$ cat config.mk
export PLATFORM = sky130hd
export DESIGN_NAME = ms_phase_sequencer
export DESIGN_NICKNAME = d
export VERILOG_FILES = /design/src/rtl/ms_phase_sequencer.sv
export SDC_FILE = /design/constraint.sdc
export NUM_CORES = 1
export LEC_CHECK = 0
export ABC_AREA = 1
export CAP_MARGIN = 0
export CORE_ASPECT_RATIO = 0.75
export CORE_MARGIN = 3
export CORE_UTILIZATION = 45
export DETAILED_ROUTE_END_ITERATION = 10
export PLACE_DENSITY = 0.72
export RECOVER_POWER = 50
export SYNTH_ARGS = -nofsm -noshare
export SYNTH_HDL_FRONTEND = slang
export SYNTH_SLANG_ARGS = --single-unit
$ cat constraint.sdc
create_clock -name CLKIN -period 1.56 [get_ports CLKIN]
set_clock_uncertainty 0.05 [all_clocks]
set_input_delay 0.156 -clock CLKIN [delete_from_list [all_inputs] [get_ports CLKIN]]
set_output_delay 0.156 -clock CLKIN [all_outputs]
set_load 0.005 [all_outputs]
$ cat src/rtl/ms_phase_sequencer.sv
// ms_phase_sequencer: turns a debounced STEP button or a RUN level into
// non-overlapping master/slave latch enables with programmable dead time.
// It also drives each latch's set/reset pins during its open phase.
// Optional feature macro: MS_STEPCNT_EN builds the completed-cycle counter on
// STEPCNT. When it is undefined, STEPCNT is tied to zero.
module ms_phase_sequencer #(
   parameter int PHASE_CYCLES = 4,
   parameter int DEAD_CYCLES  = 2
) (
   input  logic       CLKIN,
   input  logic       RESET,
   input  logic       STEP,
   input  logic       RUN,
   input  logic       D,
   input  logic       QM,
   output logic       CM,
   output logic       SM,
   output logic       RM,
   output logic       CS,
   output logic       SS,
   output logic       RS,
   output logic       BUSY,
   output logic [7:0] STEPCNT
);
   localparam logic [7:0] PHASE_LD = 8'(PHASE_CYCLES - 1);
   localparam logic [7:0] DEAD_LD  = 8'(DEAD_CYCLES - 1);

   typedef enum logic [2:0] {IDLE, M_OPEN, GAP1, S_OPEN, GAP2} state_t;

   state_t     state, state_n;
   logic [2:0] step_sync;
   logic [1:0] run_sync;
   logic [7:0] cnt, cnt_n;
   logic       pend, pend_n;
   logic       dl, dl_n;
   logic       ql, ql_n;
   logic       step_edge, run_req, cnt_done;

   assign step_edge = step_sync[1] & ~step_sync[2];
   assign run_req   = run_sync[1];
   assign cnt_done  = (cnt == 8'd0);

   // Bring STEP and RUN into the CLKIN domain. STEP gets an extra flop so a rising edge can be detected.
   always_ff @(posedge CLKIN) begin
      if (RESET) begin
         step_sync <= '0;
         run_sync  <= '0;
      end else begin
         step_sync <= {step_sync[1:0], STEP};
         run_sync  <= {run_sync[0], RUN};
      end
   end

   // Next-state logic. The phase/dead counter reloads on every state entry.
   always_comb begin
      state_n = state;
      cnt_n   = cnt;
      pend_n  = pend | step_edge;
      dl_n    = dl;
      ql_n    = ql;
      if (!cnt_done) cnt_n = cnt - 8'd1;
      unique case (state)
         IDLE: if (pend || run_req) begin
            state_n = M_OPEN; cnt_n = PHASE_LD; dl_n = D; pend_n = 1'b0;
         end
         M_OPEN: if (cnt_done) begin
            state_n = GAP1; cnt_n = DEAD_LD;
         end
         // QM is sampled on the last dead cycle, so the master has fully settled.
         GAP1: if (cnt_done) begin
            state_n = S_OPEN; cnt_n = PHASE_LD; ql_n = QM;
         end
         S_OPEN: if (cnt_done) begin
            state_n = GAP2; cnt_n = DEAD_LD;
         end
         // An edge arriving on the exit cycle is consumed here and is never parked in PEND.
         GAP2: if (cnt_done) begin
            if (run_req || pend || step_edge) begin
               state_n = M_OPEN; cnt_n = PHASE_LD; dl_n = D; pend_n = 1'b0;
            end else begin
               state_n = IDLE;
            end
         end
         default: state_n = IDLE;
      endcase
   end

   // State register, counter and request/data holding flops.
   always_ff @(posedge CLKIN) begin
      if (RESET) begin
         state <= IDLE;
         cnt   <= '0;
         pend  <= 1'b0;
         dl    <= 1'b0;
         ql    <= 1'b0;
      end else begin
         state <= state_n;
         cnt   <= cnt_n;
         pend  <= pend_n;
         dl    <= dl_n;
         ql    <= ql_n;
      end
   end

   // Registered outputs, decoded from the next state so they align with it.
   // Set/reset pins keep their last value while their latch is closed.
   always_ff @(posedge CLKIN) begin
      if (RESET) begin
         CM   <= 1'b0;
         CS   <= 1'b0;
         SM   <= 1'b0;
         RM   <= 1'b0;
         SS   <= 1'b0;
         RS   <= 1'b0;
         BUSY <= 1'b0;
      end else begin
         CM   <= (state_n == M_OPEN);
         CS   <= (state_n == S_OPEN);
         BUSY <= (state_n != IDLE);
         if (state_n == M_OPEN) begin
            SM <= dl_n;
            RM <= ~dl_n;
         end
         if (state_n == S_OPEN) begin
            SS <= ql_n;
            RS <= ~ql_n;
         end
      end
   end

`ifdef MS_STEPCNT_EN
   logic cycle_done;
   assign cycle_done = (state == GAP2) && cnt_done;

   // Count completed cycles. The counter wraps from 255 back to 0.
   always_ff @(posedge CLKIN) begin
      if (RESET) STEPCNT <= 8'h00;
      else if (cycle_done) STEPCNT <= STEPCNT + 8'd1;
   end
`else
   assign STEPCNT = 8'h00;
`endif

endmodule

==> impl_metrics.sql, run 1 <==
INSERT INTO impl_metrics (metric_group, metric, value, unit) VALUES
('clock_network', 'clock_h_tree_levels', '1', ''),
('timing', 'hold_violations', '0', ''),
('setup_path', 'startpoint_type', 'register', ''),
('placed_design', 'post_dp_cell_area', '0.00150', 'mm2'),
('cells_and_area', 'antenna-diode-count', '0', ''),
('placed_design', 'place.detailed.instances', '226', ''),
('power', 'total_power', '3240', 'uW'),
('setup_path', 'worst_reg2reg_path_depth', '8', ''),
('logic_synthesis', 'synth_ff_type', 'dfxtp_1', ''),
('logic_synthesis', 'synth.most_common_cell', 'nor2_1', ''),
('floorplan', 'core-area', '0.00248', 'mm2'),
('setup_path', 'crit_path_end_kind', 'register', ''),
('logic_synthesis', 'synth_xor_area_frac', '0.0277', ''),
('routing', 'detail_route.first_pass.iterations', '4', ''),
('setup_path', 'critical_path.reg2reg.endpoint', 'cnt[0]', ''),
('timing', 'maxSlewViolCount', '0', ''),
('logic_synthesis', 'share_of_the_synthesized_area_in_the_top_cell_type', '0.412', ''),
('clock_network', 'cts-buffers-inserted', '3', ''),
('global_routing', 'via_count_of_the_first_global_routing_pass', '1064', ''),
('logic_synthesis', 'post_synthesis_register_bit_count', '26', ''),
('logic_synthesis', 'synth_edf_count', '0', ''),
('floorplan', 'initial_utilization', '0.510', ''),
('setup_path', 'worst-r2r-setup-slack', '-0.04', 'ns'),
('logic_synthesis', 'synth_largest_area_cell', 'dfxtp_1', ''),
('cells_and_area', 'num-nets-final', '208', ''),
('routing', 'dr.first_iter.drc_count', '30', ''),
('cells_and_area', 'num-fill-cells', '217', ''),
('global_routing', 'grt_start_max_net_pins', '17', ''),
('logic_synthesis', 'synth_seq_area_share', '0.412', ''),
('timing', 'max_freq', '624', 'MHz'),
('power', 'peakVddDrop', '0.798', 'mV'),
('power', 'power.combinational.fraction', '0.596', ''),
('clock_network', 'postCtsHoldBufs', '0', ''),
('routing', 'num_vias', '1139', ''),
('min_path', 'timing.hold.worst_path_depth', '2', ''),
('power', 'clock_power_share', '0.112', ''),
('timing', 'report.final.setup_viol', '6', ''),
('logic_synthesis', 'netlist_top_cells_count', '29 x nor2_1, 28 x nand2_1, 26 x dfxtp_1, 19 x inv_1, 10 x a21oi_1', ''),
('cells_and_area', 'area_growth_syn_to_layout', '29.4', '%'),
('global_routing', 'globalRouteOverflowTotal', '0', ''),
('global_routing', 'first_pass_grt_wire_length', '4.76', 'mm'),
('logic_synthesis', 'cell_area_after_technology_mapping', '0.00126', 'mm2'),
('clock_network', 'cts_tree', 'yes', ''),
('logic_synthesis', 'netlist_instances', '172', ''),
('power', 'power.switching', '1350', 'uW'),
('timing', 'period_needed', '1.60', 'ns'),
('logic_synthesis', 'synth_compound_area_frac', '0.103', ''),
('logic_synthesis', 'netlist-cell-type-count', '29', ''),
('cells_and_area', 'design_area', '0.00164', 'mm2'),
('routing', 'number_of_nets_with_antenna_violations_after_detailed_routing', '0', ''),
('floorplan', 'floorplan.io_pins', '21', ''),
('outcome', 'outcome', 'finished, violations left', ''),
('logic_synthesis', 'synth.top_cells.by_area', 'dfxtp_1 41%, nor2_1 8.6%, nand2_1 8.3%', ''),
('logic_synthesis', 'synthesis.area_per_instance', '7.35', 'um2'),
('timing', 'grt_setup_unrepaired', 'true', ''),
('outcome', 'violations', 'setup timing', ''),
('global_routing', 'track_usage', '0.183', ''),
('clock_network', 'clock-sinks', '26', ''),
('floorplan', 'dieHeight', '51.9', 'um'),
('timing', 'fin_ws', '-0.0428', 'ns'),
('cells_and_area', 'drive_above_1_share', '0.298', ''),
('setup_path', 'r2r-start', 'cnt[7]', ''),
('power', 'power_per_cell_area', '1980', 'mW/mm2'),
('placed_design', 'place.detailed.hpwl', '2.13', 'mm'),
('setup_path', 'critPathArrivalTime', '1.69', 'ns'),
('logic_synthesis', 'postSynth.asyncResetShare', '0', ''),
('job', 'drv_cap', '0', ''),
('setup_path', 'timing.critical_path.required', '1.65', 'ns'),
('logic_synthesis', 'synth.yosys.warnings', '0', ''),
('placed_design', 'routabilityCongestion', '0.922', ''),
('global_routing', 'initial_antenna_violation_count', '0', '');
-- cells in the final DEF, fill, tap and decap left out, types with 2 or more instances in the layout --
master	netlist	final
o21ai_2	2	3
ha_4	0	2
clkdlybuf4s50_1	0	11
a21oi_1	10	9
nand3_1	8	5
nor2_1	29	28
dfxtp_2	0	6
a21oi_2	1	2
clkbuf_8	0	3
dfxtp_1	26	20
nor2_2	5	3
nand2_2	6	9
o21ai_0	5	4
conb_1	1	8
nand3_2	1	3
nor2_4	0	3
nand2_1	28	24
inv_2	2	3
nand2_4	1	2
inv_1	19	17
xor2_1	3	3
buf_4	8	14
nand3b_1	2	2
-- cell families (layout without fill, tap and decap cells) --
kind of cell / Yosys count / count (layout)
xor gates and xnor gates: 4 / 4
DFF: 26 / 26
other: 1 / 8
AOI/OAI and AO/OA: 22 / 22
and+or+nand+nor: 84 / 84
adders and majority gates: 2 / 2
buffers and inverters: 33 / 52
-- sequential cells by signal (all words and copies together) (netlist names) --
signal	count
cnt	8
state	3
step_sync	3
run_sync	2
BUSY	1
CM	1
CS	1
RM	1
RS	1
SM	1
SS	1
dl	1
pend	1
ql	1
-- layout make-up --
cell class / instances / area (um2) / area share
repair buffers: 26 / 225 / 0.138
inverters: 23 / 90.1 / 0.0551
well taps: 34 / 42.5 / 0.0260
flip-flops and latches: 26 / 528 / 0.323
clock buffers: 3 / 41.3 / 0.0252
multi-input cells: 120 / 708 / 0.433
-- worst max path at each step --
| stage | end | slack, ns | startpoint |
|---|---|---|---|
| finish | cnt[0] | -0.04 | cnt[7] |
| global route | cnt[0] | -0.18 | cnt[6] |
| CTS | cnt[0] | -0.05 | cnt[0] |
| detailed placement | SM | -0.07 | cnt[1] |
| global placement | cnt[0] | 0.01 | cnt[4] |
| floorplan | cnt[0] | -0.001 | cnt[0] |
-- power groups by stage --
stage | Combinational [uW] | Sequential, uW | Clock [uW]
6_report | 1930 | 946 | 362
5_1_grt | 2130 | 972 | 411
4_1_cts | 1780 | 934 | 385
3_5_place_dp | 1690 | 947 | 0
3_3_place_gp | 1610 | 939 | 0
2_1_floorplan | 1140 | 950 | 0
-- metrics by stage --
| step | hold slack [ns] | utilization |
|---|---|---|
| 5_1_grt | 0.373 | 0.660 |
| 6_report | 0.359 | 0.660 |
| 4_1_cts | 0.358 | 0.641 |
| 2_1_floorplan | 0.213 | - |
| 3_3_place_gp | 0.343 | 0.606 |
| 3_5_place_dp | 0.352 | 0.606 |
-- worst max-delay path, stage by stage, from the launching register on --
cell and delay, ns:
dfxtp_1 0.33, nor2_1 0.21, nand2_4 0.11, nor2_8 0.15, inv_4 0.06, ha_4 0.21
nand3b_1 0.15, o211ai_1 0.09, a41oi_1 0.12
-- per-layer routing --
layer	track usage	part of all wire	vias to the layer above
li1	-	-	573
met1	0.231	0.43	513
met2	0.308	0.46	47
met3	0.0454	0.094	6
met4	0.0505	0.015	0
met5	0	0	-
-- repair_timing --
action                                  CTS  global route
buffers inserted                          1             2
resized for setup                        11            11
endpoints found under the hold margin     0             0
endpoints found under the setup margin    5            14
pin swaps                                 2             5
(Power assumes the default switching activity.)
==> run 2, diff against run 1 <==
--- a/config.mk
+++ b/config.mk
@@ -10,6 +10,7 @@
 export CORE_ASPECT_RATIO = 0.75
 export CORE_MARGIN = 3
 export CORE_UTILIZATION = 45
+export CTS_BUF_LIST = sky130_fd_sc_hd__clkbuf_16
 export DETAILED_ROUTE_END_ITERATION = 10
 export PLACE_DENSITY = 0.72
 export RECOVER_POWER = 50
==> run 2 against run 1 <==
  * The flow still finishes with violations (setup timing)
  * Hold slack got worse by 0.0029 ns
  * Global-route usage increased by 0.14 points
  * Die area unchanged
  * Largest cell class unchanged
  * Largest power group unchanged
==> impl_metrics.sql, run 2 (synthesis results as in run 1) <==
INSERT INTO impl_metrics (metric_group, metric, value, unit) VALUES
('setup_path', 'critical_path.top_delay_family', 'simple AND/OR/NAND/NOR gates', ''),
('cells_and_area', 'antenna-diode-count', '0', ''),
('setup_path', 'crit_path_end_kind', 'register', ''),
('cells_and_area', 'design_area', '0.00167', 'mm2'),
('global_routing', 'globalRouteOverflowTotal', '0', ''),
('timing', 'grt_setup_unrepaired', 'true', ''),
('placed_design', 'post_dp_cell_area', '0.00150', 'mm2'),
('global_routing', 'via_count_of_the_first_global_routing_pass', '1064', ''),
('cells_and_area', 'num-nets-final', '207', ''),
('routing', 'avgViaCountPerCell', '4.82', ''),
('placed_design', 'place.detailed.hpwl', '2.13', 'mm'),
('global_routing', 'first_pass_grt_wire_length', '4.77', 'mm'),
('setup_path', 'worstSetupPathType', 'reg -> reg', ''),
('routing', 'drt_drc_violations_left', '0', ''),
('cells_and_area', 'num-fill-cells', '212', ''),
('clock_network', 'clkTransAtPathRegs', '0.06', 'ns'),
('clock_network', 'cts_tree', 'yes', ''),
('placed_design', 'placement.io_buffers', '12', ''),
('clock_network', 'cts-buffers-inserted', '3', ''),
('timing', 'hold_violations', '0', ''),
('clock_network', 'clock-sinks', '26', ''),
('clock_network', 'clock_h_tree_levels', '1', ''),
('setup_path', 'worst_reg2reg_path_depth', '10', ''),
('setup_path', 'worstSetupStartpoint', 'cnt[3]', ''),
('timing', 'fin_hold_ws', '0.356', 'ns'),
('outcome', 'violations', 'setup timing', ''),
('power', 'power_per_cell_area', '2020', 'mW/mm2'),
('routing', 'dr.first_iter.drc_count', '61', ''),
('global_routing', 'track_usage', '0.184', ''),
('clock_network', 'cts_buffer_depth', '2', ''),
('cells_and_area', 'max_reg_flops', '8', ''),
('setup_path', 'critical_path.reg2reg.endpoint', 'RS', ''),
('global_routing', 'grt_start_max_net_pins', '17', ''),
('cells_and_area', 'max_flop_register', 'cnt', ''),
('cells_and_area', 'layout_top_registers', 'cnt (8), state (3), step_sync (3)', ''),
('setup_path', 'critPathBufInv', '2', ''),
('setup_path', 'startpoint_type', 'register', ''),
('setup_path', 'r2r-start', 'cnt[3]', ''),
('outcome', 'outcome', 'finished, violations left', ''),
('placed_design', 'routabilityCongestion', '0.922', ''),
('routing', 'drt-wirelength-per-cell', '12.0', 'um'),
('placed_design', 'place.detailed.instances', '226', ''),
('floorplan', 'floorplan.io_pins', '21', ''),
('cells_and_area', 'register_area', '527', 'um2'),
('setup_path', 'crit_path_frequent_cell', 'nand2_2', ''),
('timing', 'report.final.setup_viol', '6', ''),
('setup_path', 'cp_num_cells', '10', ''),
('cells_and_area', 'drive_above_1_share', '0.299', ''),
('cells_and_area', 'commonest_non_fill_non_tap_cell_in_the_layout', 'nor2_1', ''),
('routing', 'number_of_nets_with_antenna_violations_after_detailed_routing', '0', ''),
('setup_path', 'critPathCapture', 'RS', ''),
('power', 'peakVddDrop', '1.00', 'mV'),
('min_path', 'worst_hold_path_type', 'reg -> reg', ''),
('clock_network', 'clock-root-buffer', 'clkbuf_16', ''),
('floorplan', 'die_area', '0.00349', 'mm2'),
('floorplan', 'chip_width', '67.2', 'um'),
('job', 'drv_cap', '0', ''),
('floorplan', 'dieHeight', '51.9', 'um'),
('routing', 'wirelength', '2.77', 'mm'),
('cells_and_area', 'area_growth_syn_to_layout', '32.5', '%'),
('floorplan', 'placement_rows', '15', ''),
('placed_design', 'post-place-ws', '-0.0691', 'ns'),
('global_routing', 'initial_antenna_violation_count', '0', ''),
('cells_and_area', 'combined_area_of_the_multi_input_logic_cells', '722', 'um2'),
('setup_path', 'timing.critical_path.required', '1.71', 'ns'),
('timing', 'fin_setup_tns', '-0.209', 'ns'),
('setup_path', 'crit_path_cell_trace', 'nor2_2 > nand2_2 > nor2_8 > inv_4 > buf_4 > nand2_2 > nand2_2 > nand2_4 > nand3_2 > a21oi_1', ''),
('setup_path', 'worst-r2r-setup-slack', '-0.05', 'ns'),
('setup_path', 'path_max_fanout', '7', ''),
('clock_network', 'source_to_sink_clock_delay_at_the_later_pin_of_the_worst_skew_pair', '0.26', 'ns'),
('timing', 'maxSlewViolCount', '0', ''),
('routing', 'detail_route.first_pass.iterations', '4', ''),
('floorplan', 'initial_utilization', '0.510', ''),
('clock_network', 'postCtsHoldBufs', '0', ''),
('timing', 'max_freq', '620', 'MHz'),
('floorplan', 'core-area', '0.00248', 'mm2'),
('power', 'static-leakage-power', '0.000759', 'uW'),
('cells_and_area', 'finish.cell_count_without_fillers', '231', ''),
('timing', 'period_share', '1.03', ''),
('timing', 'fin_ws', '-0.0538', 'ns'),
('setup_path', 'crit_path_top_delay_cell', 'dfxtp_1', ''),
('timing', 'period_needed', '1.61', 'ns'),
('routing', 'num_vias', '1114', ''),
('setup_path', 'critPathArrivalTime', '1.76', 'ns'),
('cells_and_area', 'mostFrequentLayoutCells', '27 x nor2_1, 22 x nand2_1, 21 x dfxtp_1, 17 x inv_1, 13 x buf_4', ''),
('setup_path', 'critical-path-max-stage-delay', '0.32', 'ns');
run 2: where the power goes:
group	internal [uW]	leakage [uW]	switching (uW)	total [uW]
Sequential	833	0.000215	103	935
Combinational	842	0.000507	1040	1890
Clock	339	0.0000370	214	553
run 2: cell type report:
class	instances	area share
well taps	34	0.0254
repair buffers	25	0.130
multi-input cells	120	0.431
inverters	23	0.0538
flip-flops and latches	26	0.315
clock buffers	3	0.0448
run 2: worst register-to-register path: stages (launching register included):
cell	delay [ns]
dfxtp_1	0.32
nor2_2	0.16
nand2_2	0.12
nor2_8	0.18
inv_4	0.06
buf_4	0.14
nand2_2	0.06
nand2_2	0.06
nand2_4	0.13
nand3_2	0.11
a21oi_1	0.15
run 2: worst min-delay path by stage:
stage / startpoint / to / slack, ns / depth (start not counted)
floorplan: RUN / run_sync[0] / 0.21 / 2
global placement: run_sync[0] / run_sync[1] / 0.34 / 2
detailed placement: step_sync[0] / step_sync[1] / 0.35 / 2
CTS: step_sync[0] / step_sync[1] / 0.36 / 2
global route: step_sync[0] / step_sync[1] / 0.38 / 2
finish: step_sync[0] / step_sync[1] / 0.36 / 2
run 2: layer usage:
| metal | vias to the layer above | share of wire | track usage |
|---|---|---|---|
| met5 | - | 0 | 0 |
| met4 | 0 | 0.014 | 0.0505 |
| met3 | 6 | 0.081 | 0.0691 |
| met2 | 43 | 0.45 | 0.305 |
| met1 | 495 | 0.46 | 0.224 |
| li1 | 570 | - | - |
run 2: timing repair:
action                     in CTS  in global routing
buffers inserted                1                  1
gates resized for setup        11                 14
setup endpoints to repair       5                 15
pin swaps                       2                  5
run 2: metrics by stage:
stage	util	total power (uW)
final	0.676	3370
after global routing	0.676	3640
after CTS	0.655	3270
after detailed placement	0.606	2630
after global placement	0.606	2550
after floorplan	-	2090
